<file path="src/rtl/noc_params.sv">
// Shared NoC link parameters and flit layout used by the network interface and router ports.
package noc_params;

    localparam int VC_NUM            = 4;
    localparam int VC_SIZE           = $clog2(VC_NUM);
    localparam int DEST_ADDR_SIZE_X  = 4;
    localparam int DEST_ADDR_SIZE_Y  = 4;
    localparam int FLIT_DATA_SIZE    = 16;
    localparam int HEAD_PAYLOAD_SIZE = FLIT_DATA_SIZE - DEST_ADDR_SIZE_X - DEST_ADDR_SIZE_Y;

    typedef enum logic [1:0] {
        HEAD     = 2'd0,
        BODY     = 2'd1,
        TAIL     = 2'd2,
        HEADTAIL = 2'd3
    } flit_label_t;

    typedef struct packed {
        logic [DEST_ADDR_SIZE_X-1:0]  x_dest;
        logic [DEST_ADDR_SIZE_Y-1:0]  y_dest;
        logic [HEAD_PAYLOAD_SIZE-1:0] head_pl;
    } head_data_t;

    // Head and body/tail flits share the same data field width.
    typedef union packed {
        head_data_t                head_data;
        logic [FLIT_DATA_SIZE-1:0] bt_pl;
    } flit_data_t;

    typedef struct packed {
        flit_label_t        flit_label;
        logic [VC_SIZE-1:0] vc_id;
        flit_data_t         data;
    } flit_t;

endpackage

</file>
<file path="src/rtl/ni_flit_tx_pkg.sv">
// Transmitter-local FSM state type and VC index helper.
package ni_flit_tx_pkg;
    import noc_params::*;

    typedef enum logic [1:0] {
        IDLE  = 2'd0,
        ALLOC = 2'd1,
        SEND  = 2'd2
    } tx_state_t;

    // Next round-robin start position after a grant, wrapping at VC_NUM.
    function automatic logic [VC_SIZE-1:0] vc_wrap_inc(input logic [VC_SIZE-1:0] v);
        return (int'(v) == VC_NUM - 1) ? '0 : v + VC_SIZE'(1);
    endfunction

endpackage

</file>
<file path="src/rtl/ni_flit_tx_if.sv">
// Local source + downstream link bundle for the flit transmitter.
interface ni_flit_tx_if
    import noc_params::*;
#(
    parameter int LEN_W = 4
) ();

    logic                         pkt_valid_i;
    logic                         pkt_ready_o;
    logic [DEST_ADDR_SIZE_X-1:0]  pkt_x_dest_i;
    logic [DEST_ADDR_SIZE_Y-1:0]  pkt_y_dest_i;
    logic [HEAD_PAYLOAD_SIZE-1:0] pkt_head_pl_i;
    logic [LEN_W-1:0]             pkt_len_i;
    logic                         pl_valid_i;
    logic                         pl_ready_o;
    logic [FLIT_DATA_SIZE-1:0]    pl_data_i;
    logic [VC_NUM-1:0]            on_off_i;
    logic [VC_NUM-1:0]            is_allocatable_vc_i;
    flit_t                        data_o;
    logic                         valid_flit_o;
    logic                         err_o;

    modport master (
        input  pkt_valid_i, pkt_x_dest_i, pkt_y_dest_i, pkt_head_pl_i, pkt_len_i,
        input  pl_valid_i, pl_data_i, on_off_i, is_allocatable_vc_i,
        output pkt_ready_o, pl_ready_o, data_o, valid_flit_o, err_o
    );

    modport slave (
        output pkt_valid_i, pkt_x_dest_i, pkt_y_dest_i, pkt_head_pl_i, pkt_len_i,
        output pl_valid_i, pl_data_i, on_off_i, is_allocatable_vc_i,
        input  pkt_ready_o, pl_ready_o, data_o, valid_flit_o, err_o
    );

endinterface

</file>
<file path="src/rtl/vc_select_rr.sv">
// Combinational round-robin picker: first set bit of eligible at or above rr_ptr, wrapping.
module vc_select_rr #(
    parameter int N = 4,
    parameter int W = (N > 1) ? $clog2(N) : 1
) (
    input  logic [N-1:0] eligible,
    input  logic [W-1:0] rr_ptr,
    output logic         grant_valid,
    output logic [W-1:0] grant
);

    logic [N-1:0] rot;
    logic [W-1:0] idx [N];

    genvar gi;
    generate
        for (gi = 0; gi < N; gi++) begin : g_rot
            assign idx[gi] = W'((int'(rr_ptr) + gi) % N);
            assign rot[gi] = eligible[idx[gi]];
        end
    endgenerate

    // Scan downward so the lowest rotated position (closest to rr_ptr) wins.
    always_comb begin
        grant_valid = |rot;
        grant       = '0;
        for (int i = N - 1; i >= 0; i--) begin
            if (rot[i]) grant = idx[i];
        end
    end

endmodule

</file>
<file path="src/rtl/ni_flit_tx.sv">
// NI transmitter: segments descriptors + payload words into flits, allocates a downstream
// VC round-robin and sends only while that VC signals on.
module ni_flit_tx
    import noc_params::*;
    import ni_flit_tx_pkg::*;
#(
    parameter int MAX_PKT_FLITS = 8,
    parameter int LEN_W         = $clog2(MAX_PKT_FLITS + 1)
) (
    input  logic       clk,
    input  logic       rst,
    ni_flit_tx_if.master bus
);

    tx_state_t                    state_reg;
    logic [DEST_ADDR_SIZE_X-1:0]  x_dest_reg;
    logic [DEST_ADDR_SIZE_Y-1:0]  y_dest_reg;
    logic [HEAD_PAYLOAD_SIZE-1:0] head_pl_reg;
    logic [LEN_W-1:0]             len_reg;
    logic [LEN_W-1:0]             remaining_reg;
    logic [VC_SIZE-1:0]           rr_ptr_reg;
    logic [VC_SIZE-1:0]           cur_vc_reg;
    logic [VC_NUM-1:0]            pending_reg;
    flit_t                        data_reg;
    logic                         valid_reg;
    logic                         err_reg;

    logic [VC_NUM-1:0]  eligible;
    logic               grant_valid;
    logic [VC_SIZE-1:0] grant;
    logic [LEN_W-1:0]   len_fixed;
    logic               len_bad;
    flit_t              head_flit;
    flit_t              body_flit;

    // Pending blocks a VC we just granted until downstream shows it as non-allocatable.
    genvar gi;
    generate
        for (gi = 0; gi < VC_NUM; gi++) begin : g_elig
            assign eligible[gi] = bus.is_allocatable_vc_i[gi] & bus.on_off_i[gi] & ~pending_reg[gi];
        end
    endgenerate

    vc_select_rr #(
        .N (VC_NUM),
        .W (VC_SIZE)
    ) u_vc_select (
        .eligible    (eligible),
        .rr_ptr      (rr_ptr_reg),
        .grant_valid (grant_valid),
        .grant       (grant)
    );

    always_comb begin
        len_fixed = bus.pkt_len_i;
        len_bad   = 1'b0;
        if (bus.pkt_len_i == '0) begin
            len_fixed = LEN_W'(1);
            len_bad   = 1'b1;
        end else if (bus.pkt_len_i > LEN_W'(MAX_PKT_FLITS)) begin
            len_fixed = LEN_W'(MAX_PKT_FLITS);
            len_bad   = 1'b1;
        end
    end

    always_comb begin
        head_flit                        = '0;
        head_flit.flit_label             = (len_reg == LEN_W'(1)) ? HEADTAIL : HEAD;
        head_flit.vc_id                  = grant;
        head_flit.data.head_data.x_dest  = x_dest_reg;
        head_flit.data.head_data.y_dest  = y_dest_reg;
        head_flit.data.head_data.head_pl = head_pl_reg;

        body_flit            = '0;
        body_flit.flit_label = (remaining_reg > LEN_W'(1)) ? BODY : TAIL;
        body_flit.vc_id      = cur_vc_reg;
        body_flit.data.bt_pl = bus.pl_data_i;
    end

    assign bus.pkt_ready_o  = (state_reg == IDLE);
    assign bus.pl_ready_o   = (state_reg == SEND) && bus.on_off_i[cur_vc_reg];
    assign bus.data_o       = data_reg;
    assign bus.valid_flit_o = valid_reg;
    assign bus.err_o        = err_reg;

    always_ff @(posedge clk or posedge rst) begin
        if (rst) begin
            state_reg     <= IDLE;
            x_dest_reg    <= '0;
            y_dest_reg    <= '0;
            head_pl_reg   <= '0;
            len_reg       <= '0;
            remaining_reg <= '0;
            rr_ptr_reg    <= '0;
            cur_vc_reg    <= '0;
            pending_reg   <= '0;
            data_reg      <= '0;
            valid_reg     <= 1'b0;
            err_reg       <= 1'b0;
        end else begin
            valid_reg   <= 1'b0;
            err_reg     <= 1'b0;
            // A grant below overrides this clear for the granted bit.
            pending_reg <= pending_reg & bus.is_allocatable_vc_i;
            case (state_reg)
                IDLE: begin
                    if (bus.pkt_valid_i) begin
                        x_dest_reg  <= bus.pkt_x_dest_i;
                        y_dest_reg  <= bus.pkt_y_dest_i;
                        head_pl_reg <= bus.pkt_head_pl_i;
                        len_reg     <= len_fixed;
                        err_reg     <= len_bad;
                        state_reg   <= ALLOC;
                    end
                end
                ALLOC: begin
                    if (grant_valid) begin
                        data_reg           <= head_flit;
                        valid_reg          <= 1'b1;
                        pending_reg[grant] <= 1'b1;
                        rr_ptr_reg         <= vc_wrap_inc(grant);
                        cur_vc_reg         <= grant;
                        remaining_reg      <= len_reg - LEN_W'(1);
                        state_reg          <= (len_reg == LEN_W'(1)) ? IDLE : SEND;
                    end
                end
                SEND: begin
                    if (bus.pl_valid_i && bus.on_off_i[cur_vc_reg]) begin
                        data_reg      <= body_flit;
                        valid_reg     <= 1'b1;
                        remaining_reg <= remaining_reg - LEN_W'(1);
                        if (remaining_reg == LEN_W'(1)) state_reg <= IDLE;
                    end
                end
                default: state_reg <= IDLE;
            endcase
        end
    end

endmodule

</file>
<file path="src/flat_wrapper.sv">
// flat-port wrapper written by rule: the top's interface ports become plain ports
module ni_flit_tx_flat import noc_params::*; import ni_flit_tx_pkg::*;
#(
    parameter int MAX_PKT_FLITS = 8,
    parameter int LEN_W         = $clog2(MAX_PKT_FLITS + 1)
)
  (clk, rst, bus_pkt_valid_i, bus_pkt_x_dest_i, bus_pkt_y_dest_i, bus_pkt_head_pl_i, bus_pkt_len_i, bus_pl_valid_i, bus_pl_data_i, bus_on_off_i, bus_is_allocatable_vc_i, bus_pkt_ready_o, bus_pl_ready_o, bus_data_o, bus_valid_flit_o, bus_err_o);
  ni_flit_tx_if #(.LEN_W(LEN_W)) bus_i ();
  input  logic clk;
  input  logic rst;
  input wire logic [$bits(bus_i.pkt_valid_i)-1:0] bus_pkt_valid_i;
  input wire logic [$bits(bus_i.pkt_x_dest_i)-1:0] bus_pkt_x_dest_i;
  input wire logic [$bits(bus_i.pkt_y_dest_i)-1:0] bus_pkt_y_dest_i;
  input wire logic [$bits(bus_i.pkt_head_pl_i)-1:0] bus_pkt_head_pl_i;
  input wire logic [$bits(bus_i.pkt_len_i)-1:0] bus_pkt_len_i;
  input wire logic [$bits(bus_i.pl_valid_i)-1:0] bus_pl_valid_i;
  input wire logic [$bits(bus_i.pl_data_i)-1:0] bus_pl_data_i;
  input wire logic [$bits(bus_i.on_off_i)-1:0] bus_on_off_i;
  input wire logic [$bits(bus_i.is_allocatable_vc_i)-1:0] bus_is_allocatable_vc_i;
  output wire logic [$bits(bus_i.pkt_ready_o)-1:0] bus_pkt_ready_o;
  output wire logic [$bits(bus_i.pl_ready_o)-1:0] bus_pl_ready_o;
  output wire logic [$bits(bus_i.data_o)-1:0] bus_data_o;
  output wire logic [$bits(bus_i.valid_flit_o)-1:0] bus_valid_flit_o;
  output wire logic [$bits(bus_i.err_o)-1:0] bus_err_o;
  assign bus_i.pkt_valid_i = bus_pkt_valid_i;
  assign bus_i.pkt_x_dest_i = bus_pkt_x_dest_i;
  assign bus_i.pkt_y_dest_i = bus_pkt_y_dest_i;
  assign bus_i.pkt_head_pl_i = bus_pkt_head_pl_i;
  assign bus_i.pkt_len_i = bus_pkt_len_i;
  assign bus_i.pl_valid_i = bus_pl_valid_i;
  assign bus_i.pl_data_i = bus_pl_data_i;
  assign bus_i.on_off_i = bus_on_off_i;
  assign bus_i.is_allocatable_vc_i = bus_is_allocatable_vc_i;
  assign bus_pkt_ready_o = bus_i.pkt_ready_o;
  assign bus_pl_ready_o = bus_i.pl_ready_o;
  assign bus_data_o = bus_i.data_o;
  assign bus_valid_flit_o = bus_i.valid_flit_o;
  assign bus_err_o = bus_i.err_o;
  ni_flit_tx #(.MAX_PKT_FLITS(MAX_PKT_FLITS), .LEN_W(LEN_W)) u_core (.clk(clk), .rst(rst), .bus(bus_i));
endmodule
</file>
<file path="config.mk">
export PLATFORM = sky130hd
export DESIGN_NAME = ni_flit_tx_flat
export DESIGN_NICKNAME = d
export VERILOG_FILES = /design/src/rtl/noc_params.sv /design/src/rtl/ni_flit_tx_pkg.sv /design/src/rtl/ni_flit_tx_if.sv /design/src/rtl/vc_select_rr.sv /design/src/rtl/ni_flit_tx.sv /design/src/flat_wrapper.sv
export SDC_FILE = /design/constraint.sdc
export NUM_CORES = 1
export LEC_CHECK = 0
export ABC_AREA = 1
export CORE_MARGIN = 4
export CORE_UTILIZATION = 47
export CTS_BUF_LIST = sky130_fd_sc_hd__clkbuf_4
export CTS_CLUSTER_SIZE = 20
export DETAILED_ROUTE_END_ITERATION = 10
export PLACE_DENSITY_LB_ADDON = 0.08
export SLEW_MARGIN = 20
export SYNTH_ARGS = -nofsm -noshare
export SYNTH_HDL_FRONTEND = slang
export SYNTH_SLANG_ARGS = --single-unit
</file>
<file path="constraint.sdc">
create_clock -name clk -period 1.54 [get_ports clk]
set_input_delay 0.308 -clock clk [delete_from_list [all_inputs] [get_ports clk]]
set_output_delay 0.308 -clock clk [all_outputs]
set_load 0.005 [all_outputs]
</file>
==> results of run 1 <==
[worst register-to-register path: cells and delay by family (launching register included)]
family                   cells  cell delay, ns
AND/OR/NAND/NOR              3            0.23
buffers and inverters        5            0.56
flip-flops                   1            0.49
AO/OA/AOI/OAI                1            0.18
adder cells (fa/ha/maj)      1            0.14
[stage by stage]
step | hold WS (ns) | instances | setup TNS (ns)
2_1_floorplan | 0.388 | 365 | -0.107
3_3_place_gp | 0.463 | 532 | -12.95
3_5_place_dp | 0.465 | 532 | -13.25
4_1_cts | 0.314 | 550 | -1.38
5_1_grt | 0.320 | 555 | -5.17
6_report | 0.319 | 555 | -2.84
[kinds of logic after synthesis]
group,count (synthesis),synth area share (%)
compound gates,48,12.3
fa+ha+maj,8,3.31
xor+xnor,3,0.870
simple gates,204,29.4
flops,56,46.4
buf+inv,46,7.66
[final timing paths]
check	from	to	slack (ns)	cells past startpoint
max	u_core.rr_ptr_reg[0]	u_core.pending_reg[1]	-0.15	10
min	rst	u_core.bus.data_o[19]	0.32	3
max reg2reg	u_core.rr_ptr_reg[0]	u_core.pending_reg[1]	-0.15	10
min reg2reg	u_core.bus.data_o[6]	u_core.bus.data_o[6]	0.50	2
max in group asynchronous	rst	u_core.rr_ptr_reg[0]	0.95	3
min in group clk	bus_pkt_x_dest_i[3]	u_core.x_dest_reg[3]	0.44	3
[power groups by stage]
stage / sequential [uW] / combinational, uW / clock, uW
final: 2620 / 6250 / 662
after global routing: 2700 / 6950 / 756
after CTS: 2600 / 5680 / 693
after detailed placement: 2630 / 5400 / 0
after global placement: 2610 / 5280 / 0
after floorplan: 2550 / 3370 / 0
[cells in the mapped netlist (2+ instances only)]
library cell and instances:
a21oi_1 6, buf_12 2, buf_2 3, buf_4 2
clkbuf_1 5, dfrtp_1 56, ha_1 8, inv_1 31
nand2_1 147, nand2_2 5, nand3_1 19, nor2_1 9
o211ai_2 15, o21ai_0 18, o21ai_1 3, o21ai_2 3
or2_2 16, xor2_1 2
[repair_timing]
action / in CTS / in global routing
pin swaps: 7 / 8
setup buffers: 10 / 5
setup endpoints to repair: 71 / 56
hold buffers: 0 / 0
resized for setup: 62 / 39
[final cells by class]
| class | instances | area, sq um | area share (%) |
|---|---|---|---|
| clock buffer | 6 | 45.0 | 1.01 |
| clock inverter | 2 | 16.3 | 0.366 |
| inverter | 33 | 138 | 3.10 |
| multi-input combinational | 263 | 1600 | 35.9 |
| sequential | 56 | 1400 | 31.6 |
| tap | 75 | 93.8 | 2.11 |
| timing repair buffer | 120 | 1150 | 25.9 |
[per-layer routing]
metal	global-route usage [%]	vias up	wire [um]
met1	24.5	1281	3260
met4	4.95	0	102
li1	-	1386	-
met5	0	-	0
met3	4.23	10	359
met2	36.9	53	3900
==> run metrics, run 1 <==
status=finished with violations; failing checks=setup timing; Placed Area=4060 sq um; measured slew at the worst slew-check pin=0.303 ns; sw power=4110 uW; Main synth FF type=dfrtp_1; # setup viols final=32; first-pass GRT wire length=between 10,000 and 15,000 um; post-route ant nets=0; most frequent cells in the layout=nand2_1, dfrtp_1, clkdlybuf4s50_1; worst-path cell chain=clkinv_4 -> buf_4 -> buf_4 -> buf_4 -> nand2_1 -> nand3_1 -> nand2_2 -> inv_2 -> ha_4 -> a22o_1; max-slew violations=0; sequential power share=27.5%; Crit-path slowest cell=dfrtp_2; CP Launch Type=flop; internal power=5430 uW; logic gate share of total power=65.5%; die span in x=88.2 um; layout cells sized above 1=between 30% and 40%; Syn Nets=421; clk buf depth=2; switching share of power=43.1%; CTS tree=built; CTS Buf Count=5; Pwr Density=about 2100 nW/um^2; Yosys top cell area share=46.4%; post-layout util=73.3%; area of the mapped netlist=3020 sq um; number of flip-flops under the largest register name=20; I/O pins=72; vias in the first global route=roughly 2,800; ys async rst share=100%; via count=approximately 2,700; drt pass-1 iters=4; Die ar.=7770 sq um; antenna fix cells=0; root buffer cell=clkbuf_4; Vias/cell=between 4 and 5; hpwl dp=roughly 5300 um; max_slew headroom=79.8%; DR DRC count=0; Post-Syn Instances=roughly 370; clock sinks=56; Synth-to-Final Area Change=47.1%; Core Footprint=about 6000 sq um; Nets=approximately 540; final instance area=4440 sq um; EDFF count, synth=0; critical path endpoint category=flop; worst path bufs/invs=5; Placement Setup Slack=-0.516 ns; Total Routing Usage GR=20.3%; initial antenna violation count=0; H-tree levels=2; sequential fraction of the synthesis area=46.4%; synthesis-stage register bit count=56; setup ws final=-0.148 ns; Tcrit/Tclk final=110%; Worst Path Arrival=1.96 ns; largest stage delay on the critical path=0.49 ns; Max IR drop VDD=1.56 mV; crit-path leading delay family=buffers and inverters; Final Wtd Congestion=0.807; clock latency at the later pin of the worst-skew pair=0.38 ns; largest cells by area after synthesis=dfrtp_1, nand2_1, o211ai_2; Hold Crit Class=input port to async pin; crit-path max FO=6; commonest non-fill, non-tap cell in the layout=nand2_1; largest net degree at the start of global routing=57; MaxCap Viol Count=0; post-route minimum period=1.69 ns; FMAX=592 MHz; WP data required=1.82 ns; fillcell total=475; GRT overflow=0; Top cell by count, worst path=buf_4; Hold Fails Final Rpt=0; port buffer count=71; num rows=28; Initial Util=49.8%; Yosys top cell by area=dfrtp_1; clock power share=between 6 and 7%; Synth cell types=33; Die Ht=between 80 and 90 um; Leak Pwr=0.00224 uW; skew final=0.0144 ns; clk slew on worst S/H paths=about 0.15 ns; wire per inst=about 14 um; final wirelength=~7600 um; Synth Warn #=0; RSZ-0062 raised after global routing=yes; initial drt markers=79; total power=9530 uW; Post-Syn Area per Cell=8.28 sq um; kind of critical path=flop to flop
Note: power is estimated with default switching activity, not from simulation.
==> run 2: changes to the inputs <==
--- a/constraint.sdc
+++ b/constraint.sdc
@@ -3,2 +3,2 @@
 set_output_delay 0.308 -clock clk [all_outputs]
-set_load 0.005 [all_outputs]
+set_load 0.05 [all_outputs]
==> run metrics, run 2 (synthesized netlist as in run 1, its figures left out) <==
status=finished with violations (unchanged); failing checks=setup timing (unchanged); num rows=28 (unchanged); drt pass-1 iters=5 (was 4); initial drt markers=97 (was 79); CP Launch Type=flop (unchanged); MaxCap Viol Count=0 (unchanged); clock power share=6.7% (was 6.9%); I/O pins=72 (unchanged); setup ws final=-0.252 ns (was -0.148 ns); Die ar.=7770 sq um (unchanged); vias in the first global route=2,937 (was 2,771); root buffer cell=clkbuf_4 (unchanged); sw power=5600 uW (was 4110 uW); # setup viols final=36 (was 32); worst path bufs/invs=4 (was 5); Pwr Density=2460 nW/um^2 (was 2150 nW/um^2); Hold Fails Final Rpt=0 (unchanged); via count=2,854 (was 2,730); clock sinks=56 (unchanged); port buffer count=71 (unchanged); measured slew at the worst slew-check pin=0.301 ns (was 0.303 ns); Leak Pwr=0.00235 uW (was 0.00224 uW); first-pass GRT wire length=13,300 um (was 12,400 um); worst hold slack=0.342 ns (was 0.319 ns); critical path endpoint category=flop (unchanged); Crit-path slowest cell=dfrtp_2 (unchanged); crit-path leading delay family=simple AND/OR/NAND/NOR gates (was buffers and inverters); H-tree levels=2 (unchanged); kind of critical path=flop to flop (unchanged); max-slew violations=0 (unchanged); skew final=0.0159 ns (was 0.0144 ns); Final Wtd Congestion=0.902 (was 0.807); fillcell total=378 (was 475); DR DRC count=0 (unchanged); post-layout util=80.3% (was 73.3%); clk buf depth=2 (unchanged); Worst Path Arrival=2.07 ns (was 1.96 ns); Placement Setup Slack=-0.527 ns (was -0.516 ns); Synth-to-Final Area Change=61.2% (was 47.1%); worst-path cell chain=clkinv_4 -> nand2_2 -> nand2_2 -> inv_2 -> nand3_2 -> nand2_1 -> inv_1 -> nand2_2 -> nand3_2 -> nand2_2 -> inv_2 -> ha_4 -> a22o_1 (was clkinv_4 -> buf_4 -> buf_4 -> buf_4 -> nand2_1 -> nand3_1 -> nand2_2 -> inv_2 -> ha_4 -> a22o_1); largest stage delay on the critical path=0.49 ns (about the same); Post-CTS Hold Buffers=0 (unchanged); antenna fix cells=0 (unchanged); hpwl dp=5420 um (was 5260 um); clock latency at the later pin of the worst-skew pair=0.38 ns (about the same); internal power=6400 uW (was 5430 uW); final instance area=4870 sq um (was 4440 sq um); post-route ant nets=0 (unchanged); GRT overflow=0 (unchanged); sequential power share=23.1% (was 27.5%); most frequent cells in the layout=nand2_1, dfrtp_1, clkdlybuf4s50_1 (unchanged); RSZ-0062 raised after global routing=yes (unchanged); Tcrit/Tclk final=116% (was 110%); Total Routing Usage GR=21.6% (was 20.3%); clk slew on worst S/H paths=0.17 ns (was 0.15 ns); WP data required=1.82 ns (about the same); crit-path max FO=7 (was 6); Nets=540 (was 535); post-route minimum period=1.79 ns (was 1.69 ns); initial antenna violation count=0 (unchanged); Core Footprint=6060 sq um (unchanged); CTS tree=built (unchanged); logic gate share of total power=70.3% (was 65.5%); Placed Area=4230 sq um (was 4060 sq um); FMAX=558 MHz (was 592 MHz); wire per inst=15.3 um (was 13.7 um); die span in x=88.2 um (unchanged); number of flip-flops under the largest register name=20 (unchanged); switching share of power=46.7% (was 43.1%); largest net degree at the start of global routing=57 (unchanged); Die Ht=88.2 um (unchanged); Hold Crit Class=input port to async pin (unchanged); Max IR drop VDD=1.70 mV (was 1.56 mV); layout cells sized above 1=39.4% (was 31.7%); Vias/cell=5.10 (was 4.92); max_slew headroom=79.9% (was 79.8%); CTS Buf Count=5 (unchanged); Top cell by count, worst path=nand2_2 (was buf_4); final wirelength=8570 um (was 7630 um); commonest non-fill, non-tap cell in the layout=nand2_1 (unchanged); Initial Util=49.8% (unchanged)
-- run 2: cell types whose count changed in the layout (fill, tap and decap cells not counted), sizes merged --
cell,before,now
dlymetal6s2s,1,0
inv,31,32
bufinv,0,1
buf,51,77
dlygate4sd2,21,0
clkbuf,6,5
-- run 2: metal layers --
layer / track usage (%) / routed length, um / up-vias
met1: 25.7 / 3350 / 1364
met2: 40.0 / 4660 / 75
met5: 0 / 0 / -
li1: - / - / 1399
met3: 3.10 / 402 / 16
met4: 6.32 / 160 / 0
-- run 2: stage by stage --
stage	total power, uW	setup TNS (ns)	cells
2_1_floorplan	6880	-0.521	365
3_3_place_gp	9130	-13.06	528
3_5_place_dp	9290	-14.92	528
4_1_cts	11300	-0.908	552
5_1_grt	12800	-7.52	560
6_report	12000	-5.09	560
-- run 2: final timing paths --
kind                       cells after the start  slack [ns]            startpoint               endpoint
max                                           13       -0.25  u_core.rr_ptr_reg[0]  u_core.pending_reg[1]
min                                            3        0.34                   rst  u_core.head_pl_reg[2]
max reg2reg                                   13       -0.25  u_core.rr_ptr_reg[0]  u_core.pending_reg[1]
min reg2reg                                    2        0.51  u_core.y_dest_reg[1]   u_core.y_dest_reg[1]
max in group asynchronous                      3        0.94                   rst   u_core.cur_vc_reg[0]
min in group clk                               3        0.45   bus_pkt_x_dest_i[2]   u_core.x_dest_reg[2]
-- run 2: power by group through the flow --
stage	Clock (uW)	Combinational (uW)	Sequential (uW)
6_report	802	8430	2770
5_1_grt	885	9120	2850
4_1_cts	830	7760	2750
3_5_place_dp	0	6510	2770
3_3_place_gp	0	6390	2750
2_1_floorplan	0	3500	3380
-- run 2: timing repair --
action,in CTS,in global routing
resized for setup,66,39
buffers inserted,16,7
setup endpoints to repair,34,41
gates cloned,1,1
pin swaps,24,20
-- run 2: tightest hold or removal path: stages --
cell and delay [ns]:
clkdlybuf4s50_1 0.44, clkinvlp_4 0.10, buf_12 0.28
-- run 2: final cells by class --
| cell class | count | area [sq um] | area share, % |
|---|---|---|---|
| Multi-Input combinational cell | 263 | 1680 | 34.5 |
| Timing Repair Buffer | 124 | 1450 | 29.8 |
| Sequential cell | 56 | 1400 | 28.8 |
| Inverter | 33 | 150 | 3.08 |
| Tap cell | 75 | 93.8 | 1.93 |
| Clock inverter | 3 | 42.5 | 0.874 |
| Clock buffer | 5 | 37.5 | 0.771 |
| Timing Repair inverter | 1 | 11.3 | 0.231 |
==> run 3: changes to the inputs <==
- CAP_MARGIN: unset -> 0
- HOLD_SLACK_MARGIN: unset -> 0.12
==> results of run 3 <==
Final layout, timing and power as in run 2 (identical DEF).
